$ cat src/rtl/drp_master_seq_if.sv
// drp_master_seq_if: command/response and DRP bus bundle for drp_master_seq.
//   master modport : sequencer view (takes cmd_*, returns rsp_*, drives drp*)
//   slave modport  : host + mux view (drives cmd_*, drpdo/drprdy)
// Signals:
//   cmd_valid/cmd_ready/cmd_we/cmd_int/cmd_quad/cmd_addr/cmd_wdata : command
//   rsp_valid/rsp_rdata/rsp_err                                    : response
//   drpaddr/drpdi/drpen/drpwe/int_reg/drpdo/drprdy                 : DRP to mux
interface drp_master_seq_if #(
   parameter int AW_QUAD = 9
);
   logic               cmd_valid;
   logic               cmd_ready;
   logic               cmd_we;
   logic               cmd_int;
   logic [5:0]         cmd_quad;
   logic [AW_QUAD-1:0] cmd_addr;
   logic [31:0]        cmd_wdata;
   logic               rsp_valid;
   logic [31:0]        rsp_rdata;
   logic               rsp_err;
   logic [AW_QUAD-1:0] drpaddr;
   logic [31:0]        drpdi;
   logic               drpen;
   logic               drpwe;
   logic               int_reg;
   logic [31:0]        drpdo;
   logic               drprdy;

   modport master (
      input  cmd_valid, cmd_we, cmd_int, cmd_quad, cmd_addr, cmd_wdata,
      output cmd_ready, rsp_valid, rsp_rdata, rsp_err,
      output drpaddr, drpdi, drpen, drpwe, int_reg,
      input  drpdo, drprdy
   );

   modport slave (
      output cmd_valid, cmd_we, cmd_int, cmd_quad, cmd_addr, cmd_wdata,
      input  cmd_ready, rsp_valid, rsp_rdata, rsp_err,
      input  drpaddr, drpdi, drpen, drpwe, int_reg,
      output drpdo, drprdy
   );
endinterface

$ cat src/rtl/drp_master_seq.sv
// drp_master_seq: host-side DRP sequencer for the quad DRP mux.
//   Accepts one command (quad, drp/port target, address, data, rd/wr), writes
//   the one-hot quad selector into the mux selector register (top 4 DRP
//   addresses), then performs the access and returns rdata/err.
// Ports:
//   drp_clk    : clock, rising edge
//   drp_rst_n  : synchronous reset, active low
//   bus        : drp_master_seq_if.master (cmd_*, rsp_*, drp* signals)
// Parameters: N (quads, 1..64), AW_QUAD (DRP address width), TIMEOUT (>=2).
// Build option: define DRP_SEL_CACHE_EN to skip the selector write when the
//   {cmd_int, quad} matches the last successfully written selector.
module drp_master_seq #(
   parameter int N       = 2,
   parameter int AW_QUAD = 9,
   parameter int TIMEOUT = 1023
) (
   input logic              drp_clk,
   input logic              drp_rst_n,
   drp_master_seq_if.master bus
);
   localparam int                 TW     = $clog2(TIMEOUT + 1);
   localparam logic [TW-1:0]      TMAX   = TW'(TIMEOUT);
   localparam logic [6:0]         NQ     = 7'(N);
   localparam logic [AW_QUAD-1:0] SEL_LO = {{(AW_QUAD-2){1'b1}}, 2'b00};

   typedef enum logic [2:0] {IDLE, SEL, SEL_W, ACC, ACC_W, RSP} state_t;
   state_t state, state_nx;

   logic [TW-1:0]      timer;
   logic               q_we, q_int;
   logic [5:0]         q_quad;
   logic [AW_QUAD-1:0] q_addr;
   logic [31:0]        q_wdata;
   logic [31:0]        rsp_rdata_q;
   logic               rsp_err_q;
   logic               accept, illegal, hit, waiting, tmo;

   logic               drpen_c, drpwe_c, int_reg_c;
   logic [AW_QUAD-1:0] drpaddr_c;
   logic [31:0]        drpdi_c;

   assign accept  = (state == IDLE) && bus.cmd_valid;
   assign illegal = ({1'b0, bus.cmd_quad} >= NQ) || (bus.cmd_addr >= SEL_LO);
   assign waiting = (state == SEL_W) || (state == ACC_W);
   // rdy on the cycle the timer hits TIMEOUT still wins over the abort
   assign tmo     = waiting && !bus.drprdy && (timer == TMAX);

`ifdef DRP_SEL_CACHE_EN
   logic       cache_vld;
   logic [6:0] cache_key;

   always_ff @(posedge drp_clk) begin
      if (!drp_rst_n) begin
         cache_vld <= 1'b0;
         cache_key <= '0;
      end else if (state == SEL_W && bus.drprdy) begin
         cache_vld <= 1'b1;
         cache_key <= {q_int, q_quad};
      end else if (tmo) begin
         cache_vld <= 1'b0;
      end
   end

   assign hit = cache_vld && (cache_key == {bus.cmd_int, bus.cmd_quad});
`else
   assign hit = 1'b0;
`endif

   always_comb begin
      state_nx = state;
      case (state)
         IDLE:    if (accept) state_nx = illegal ? RSP : (hit ? ACC : SEL);
         SEL:     state_nx = SEL_W;
         SEL_W:   if (bus.drprdy) state_nx = ACC;
                  else if (tmo)   state_nx = RSP;
         ACC:     state_nx = ACC_W;
         ACC_W:   if (bus.drprdy || tmo) state_nx = RSP;
         RSP:     state_nx = IDLE;
         default: state_nx = IDLE;
      endcase
   end

   always_comb begin
      drpen_c   = 1'b0;
      drpwe_c   = 1'b0;
      drpaddr_c = '0;
      drpdi_c   = '0;
      int_reg_c = 1'b0;
      case (state)
         SEL: begin
            // low two address bits: {port/drp, lower 32 quads}
            drpen_c   = 1'b1;
            drpwe_c   = 1'b1;
            drpaddr_c = {SEL_LO[AW_QUAD-1:2], q_int, (q_quad < 6'd32)};
            drpdi_c   = 32'd1 << q_quad[4:0];
         end
         ACC: begin
            drpen_c   = 1'b1;
            drpwe_c   = q_we;
            drpaddr_c = q_addr;
            drpdi_c   = q_we ? q_wdata : '0;
            int_reg_c = q_int;
         end
         ACC_W:   int_reg_c = q_int;
         default: ;
      endcase
   end

   always_ff @(posedge drp_clk) begin
      if (!drp_rst_n) begin
         state       <= IDLE;
         timer       <= '0;
         q_we        <= 1'b0;
         q_int       <= 1'b0;
         q_quad      <= '0;
         q_addr      <= '0;
         q_wdata     <= '0;
         rsp_rdata_q <= '0;
         rsp_err_q   <= 1'b0;
      end else begin
         state <= state_nx;
         if (state == SEL || state == ACC) timer <= '0;
         else if (waiting)                 timer <= timer + TW'(1);
         if (accept) begin
            q_we    <= bus.cmd_we;
            q_int   <= bus.cmd_int;
            q_quad  <= bus.cmd_quad;
            q_addr  <= bus.cmd_addr;
            q_wdata <= bus.cmd_wdata;
            if (illegal) begin
               rsp_err_q   <= 1'b1;
               rsp_rdata_q <= '0;
            end
         end
         if (state == ACC_W && bus.drprdy) begin
            rsp_err_q   <= 1'b0;
            rsp_rdata_q <= q_we ? '0 : bus.drpdo;
         end else if (tmo) begin
            rsp_err_q   <= 1'b1;
            rsp_rdata_q <= '0;
         end
      end
   end

   assign bus.cmd_ready = (state == IDLE);
   assign bus.rsp_valid = (state == RSP);
   assign bus.rsp_rdata = rsp_rdata_q;
   assign bus.rsp_err   = rsp_err_q;
   assign bus.drpen     = drpen_c;
   assign bus.drpwe     = drpwe_c;
   assign bus.drpaddr   = drpaddr_c;
   assign bus.drpdi     = drpdi_c;
   assign bus.int_reg   = int_reg_c;
endmodule

$ cat src/flat_wrapper.sv
// flat-port wrapper written by rule: the top's interface ports become plain ports
module drp_master_seq_flat 
#(
   parameter int N       = 2,
   parameter int AW_QUAD = 9,
   parameter int TIMEOUT = 1023
)
  (drp_clk, drp_rst_n, bus_cmd_valid, bus_cmd_we, bus_cmd_int, bus_cmd_quad, bus_cmd_addr, bus_cmd_wdata, bus_cmd_ready, bus_rsp_valid, bus_rsp_rdata, bus_rsp_err, bus_drpaddr, bus_drpdi, bus_drpen, bus_drpwe, bus_int_reg, bus_drpdo, bus_drprdy);
  drp_master_seq_if #(.AW_QUAD(AW_QUAD)) bus_i ();
  input logic drp_clk;
  input logic drp_rst_n;
  input wire logic [$bits(bus_i.cmd_valid)-1:0] bus_cmd_valid;
  input wire logic [$bits(bus_i.cmd_we)-1:0] bus_cmd_we;
  input wire logic [$bits(bus_i.cmd_int)-1:0] bus_cmd_int;
  input wire logic [$bits(bus_i.cmd_quad)-1:0] bus_cmd_quad;
  input wire logic [$bits(bus_i.cmd_addr)-1:0] bus_cmd_addr;
  input wire logic [$bits(bus_i.cmd_wdata)-1:0] bus_cmd_wdata;
  output wire logic [$bits(bus_i.cmd_ready)-1:0] bus_cmd_ready;
  output wire logic [$bits(bus_i.rsp_valid)-1:0] bus_rsp_valid;
  output wire logic [$bits(bus_i.rsp_rdata)-1:0] bus_rsp_rdata;
  output wire logic [$bits(bus_i.rsp_err)-1:0] bus_rsp_err;
  output wire logic [$bits(bus_i.drpaddr)-1:0] bus_drpaddr;
  output wire logic [$bits(bus_i.drpdi)-1:0] bus_drpdi;
  output wire logic [$bits(bus_i.drpen)-1:0] bus_drpen;
  output wire logic [$bits(bus_i.drpwe)-1:0] bus_drpwe;
  output wire logic [$bits(bus_i.int_reg)-1:0] bus_int_reg;
  input wire logic [$bits(bus_i.drpdo)-1:0] bus_drpdo;
  input wire logic [$bits(bus_i.drprdy)-1:0] bus_drprdy;
  assign bus_i.cmd_valid = bus_cmd_valid;
  assign bus_i.cmd_we = bus_cmd_we;
  assign bus_i.cmd_int = bus_cmd_int;
  assign bus_i.cmd_quad = bus_cmd_quad;
  assign bus_i.cmd_addr = bus_cmd_addr;
  assign bus_i.cmd_wdata = bus_cmd_wdata;
  assign bus_cmd_ready = bus_i.cmd_ready;
  assign bus_rsp_valid = bus_i.rsp_valid;
  assign bus_rsp_rdata = bus_i.rsp_rdata;
  assign bus_rsp_err = bus_i.rsp_err;
  assign bus_drpaddr = bus_i.drpaddr;
  assign bus_drpdi = bus_i.drpdi;
  assign bus_drpen = bus_i.drpen;
  assign bus_drpwe = bus_i.drpwe;
  assign bus_int_reg = bus_i.int_reg;
  assign bus_i.drpdo = bus_drpdo;
  assign bus_i.drprdy = bus_drprdy;
  drp_master_seq #(.N(N), .AW_QUAD(AW_QUAD), .TIMEOUT(TIMEOUT)) u_core (.drp_clk(drp_clk), .drp_rst_n(drp_rst_n), .bus(bus_i));
endmodule
$ cat config.mk
export PLATFORM = sky130hd
export DESIGN_NAME = drp_master_seq_flat
export DESIGN_NICKNAME = d
export VERILOG_FILES = /design/src/rtl/drp_master_seq_if.sv /design/src/rtl/drp_master_seq.sv /design/src/flat_wrapper.sv
export SDC_FILE = /design/constraint.sdc
export NUM_CORES = 1
export LEC_CHECK = 0
export ABC_AREA = 1
export CORE_MARGIN = 4
export CORE_UTILIZATION = 40
export CTS_CLUSTER_DIAMETER = 100
export DETAILED_ROUTE_END_ITERATION = 16
export GPL_TIMING_DRIVEN = 0
export PLACE_DENSITY = 0.75
export SYNTH_ARGS = -nofsm -noshare
export SYNTH_HDL_FRONTEND = slang
export SYNTH_SLANG_ARGS = --single-unit
export TNS_END_PERCENT = 5
$ cat constraint.sdc
create_clock -name drp_clk -period 2.92 [get_ports drp_clk]
set_input_delay 0.438 -clock drp_clk [delete_from_list [all_inputs] [get_ports drp_clk]]
set_output_delay 0.438 -clock drp_clk [all_outputs]
set_load 0.03 [all_outputs]
==> results by group <==
Layout
  – Total inserted antenna cells: 0
  – Share of post-route cells with drive strength above 1: under 10%
  – End-of-flow core utilization: between 60% and 70%
  – Layout Nets: slightly above 800
  – Layout-stage area growth over the synthesis result: 47.9%

Global routing
  – GRT Overall Usage: between 20% and 30%
  – Grt ovf: 0
  – First-pass GRT wire length: ~22,000 um
  – Antenna violations before repair: 0
  – Vias in the first global route: around 4,200
  – Pin count of the biggest net entering global routing: 17

Power
  – Proportion of total power due to net switching: around two fifths
  – Worst vdd ir: slightly above 0.5 mV
  – Combinational group share of total power: roughly 43%
  – Power spent charging and discharging nets: roughly 1800 uW
  – Power density cells: 717 nW/um^2
  – Leakage power: about 0.0027 uW
  – Part of the total power dissipated in sequential elements: between 30% and 40%
  – Cell internal pwr: between 2000 and 3000 uW
  – Clock network fraction of design power: 19.4%
  – Post-layout power: 4540 uW

Setup path
  – Required time of the worst setup path: about 2500 ps
  – Slowest-stage cell, CP: sky130_fd_sc_hd__clkdlybuf4s50_1
  – Arrival time of data at the critical path endpoint: around 2400 ps
  – Critical Path Start Type: flop
  – Peak per-stage delay on the critical path: around 700 ps
  – Cell-by-cell trace of the critical path: inv_1, nor2_4, nand3_2, buf_2, o22ai_1, clkdlybuf4s50_1
  – Type of element capturing the critical path: output pin
  – Biggest fanout along the worst timing path: 10
  – Worst Reg-to-Reg Cells: 9
  – Worst setup path category: flop to output pin

Clock tree
  – TritonCTS clock tree: built
  – Clock Root Buffer: sky130_fd_sc_hd__clkbuf_8
  – Post-CTS Setup Bufs: 0
  – Number of buffers on the longest clock path: 2
  – Post-cts gate resize count: 7
  – Total clock buffers created by CTS: 9
  – Cts hold-fix bufs: 0
  – Reg clk slew, reported paths: roughly 90 ps
  – Count of clock tree sinks: 95
  – Clock latency on the worst-skew pair: 360 ps
  – H-tree Lvls: 3

Route
  – Final antenna-violating net count: 0
  – Total via count in the routed design: 4,569
  – DRC violations left: 0
  – Number of iterations in the first detailed-routing pass: 7
  – Post-DR wirelength/cell: between 15 and 20 um
  – Total Routed Length: 13,700 um
  – Drt first-iter violations: roughly 360
  – Vias per std cell: around 5.2

Placed design
  – Gpl congestion: between 0.9 and 1
  – DP HPWL: around 11,000 um
  – Number of port buffers: approximately 160
  – Placement-stage worst setup slack: between 300 and 400 ps

Timing
  – Max Slew Vio Count: 0
  – Min setup slack post-route: between 100 and 150 ps
  – Post-layout minimum cycle time: 2800 ps
  – Setup-violating endpoint count in the final report: 0
  – Largest clock skew in the final design: ~10 ps
  – Final hold vios: 0
  – Worst relative slew slack: ~64%
  – Max Clk Rate: 357 MHz
  – Period utilization: around 96%
  – Slew at the pin closest to its max-slew limit: 538 ps

Run
  – Maximum capacitance violations: 0

Synth
  – Number of enable-type register cells in the synthesized netlist: 0
  – Synth warn: 0
  – Primary flip-flop cell chosen by synthesis mapping: sky130_fd_sc_hd__dfxtp_1
  – Post-Synthesis Mean Instance Area: between 7 and 8 um^2
  – Netlist area before placement: 4290 um^2
  – Share of flip-flops with an asynchronous set or reset after synthesis: 0%
  – Count of state elements after synthesis: 95
  – Mapped Nets: roughly 650
  – Proportion of synthesized chip area in sequential cells: approximately 44%
  – Gate count after technology mapping: around 560
  – Number of distinct standard cells referenced by the synthesized netlist: 32

Floorplanning
  – Initial Utilization: slightly above 40%
  – Vertical die dimension: approximately 110 um
  – Total core area: slightly above 10,000 um^2
  – Full die area: ~12,000 um^2
  – IO Count: 164
  – Width of the chip: ~110 um
  – Row cnt: 37

Hold path
  – Instance count along the most critical hold path: 2
  – Worst hold-check path type: flop to flop

Outcome
  – Run status: completed
[layout by cell type (no fill, tap or decap), types with 21 or more instances in the layout]
| cell type | count |
|---|---|
| sky130_fd_sc_hd__nand4_1 | 48 |
| sky130_fd_sc_hd__nand2_1 | 67 |
| sky130_fd_sc_hd__inv_1 | 65 |
| sky130_fd_sc_hd__o21ai_0 | 51 |
| sky130_fd_sc_hd__clkdlybuf4s50_1 | 134 |
| sky130_fd_sc_hd__nor2_1 | 21 |
| sky130_fd_sc_hd__o22ai_1 | 34 |
| sky130_fd_sc_hd__a21oi_1 | 97 |
| sky130_fd_sc_hd__dlymetal6s2s_1 | 22 |
| sky130_fd_sc_hd__dfxtp_1 | 95 |
[final timing paths]
kind | startpoint | endpoint | slack [ps]
setup reg to reg | u_core.timer[0] | u_core.bus.rsp_rdata[26] | 1310
hold reg to reg | u_core.q_addr[5] | u_core.q_addr[5] | 460
setup / recovery | u_core.state[0] | bus_drpdi[0] | 120
hold / removal | u_core.q_addr[5] | u_core.q_addr[5] | 460
[logic make-up after synthesis]
kind of cell               share of synthesized area [%]
AOI/OAI and AO/OA                                   23.3
and+or+nand+nor                                     20.4
buffers and inverters                               11.6
DFF                                                 44.4
adders and majority gates                          0.292
[worst max-delay path: cells and delay by family (launching register included)]
family	cells	cell delay (ps)
AOI/OAI and AO/OA	1	160
buffers and inverters	3	1040
DFF	1	440
and+or+nand+nor	2	360
[cells in the mapped netlist, types with 5 or more instances]
| master | instances | area [um^2] |
|---|---|---|
| sky130_fd_sc_hd__nand4_1 | 48 | 300 |
| sky130_fd_sc_hd__buf_6 | 8 | 90.1 |
| sky130_fd_sc_hd__buf_2 | 11 | 55.1 |
| sky130_fd_sc_hd__dfxtp_1 | 95 | 1900 |
| sky130_fd_sc_hd__o22ai_1 | 34 | 213 |
| sky130_fd_sc_hd__inv_1 | 65 | 244 |
| sky130_fd_sc_hd__nand3_1 | 8 | 40.0 |
| sky130_fd_sc_hd__nor2_1 | 21 | 78.8 |
| sky130_fd_sc_hd__nand2_1 | 67 | 251 |
| sky130_fd_sc_hd__nor2_4 | 5 | 56.3 |
| sky130_fd_sc_hd__clkbuf_1 | 17 | 63.8 |
| sky130_fd_sc_hd__o21ai_0 | 51 | 255 |
| sky130_fd_sc_hd__a21oi_1 | 97 | 485 |
[per-layer routing]
| layer | share of wire (%) | GRT usage (%) | up-vias |
|---|---|---|---|
| met3 | 5.9 | 4.24 | 25 |
| met2 | 47 | 34.2 | 165 |
| met5 | 0 | 0 | - |
| met1 | 45 | 29.0 | 2108 |
| met4 | 2.5 | 7.95 | 0 |
| li1 | - | - | 2271 |
[metrics by stage]
| stage | TNS (ps) | hold slack (ps) | area, um^2 | cells |
|---|---|---|---|---|
| after global routing | -14.2 | 475 | 6340 | 874 |
| after CTS | 0 | 461 | 6280 | 874 |
| after global placement | 0 | 441 | 6090 | 858 |
| after floorplan | 0 | 430 | 4290 | 559 |
| final | 0 | 458 | 6340 | 874 |
| after detailed placement | 0 | 447 | 6090 | 858 |
[state kept, by name (all words and copies together), names as in the netlist]
name,count
u_core.bus.rsp_err,1
u_core.q_addr,9
u_core.q_wdata,32
u_core.q_quad,6
u_core.state,3
u_core.timer,10
u_core.q_we,1
u_core.q_int,1
u_core.bus.rsp_rdata,32
[power by group through the flow]
stage | sequential [uW] | combinational (uW) | clock, uW
6_report | 1710 | 1950 | 883
5_1_grt | 1740 | 2130 | 952
4_1_cts | 1710 | 1950 | 910
3_5_place_dp | 1740 | 1940 | 0
3_3_place_gp | 1730 | 1910 | 0
2_1_floorplan | 1810 | 1180 | 0
[final cells by class]
cell class / count / area, um^2
plain buffers: 41 / 235
clock buffers: 11 / 141
clock inverters: 5 / 63.8
fillers: 945 / 4030
inverters: 70 / 263
multi-input cells: 353 / 1890
flip-flops and latches: 95 / 1900
well taps: 136 / 170
repair buffers: 163 / 1680
Note: power is estimated with default switching activity, not from simulation.
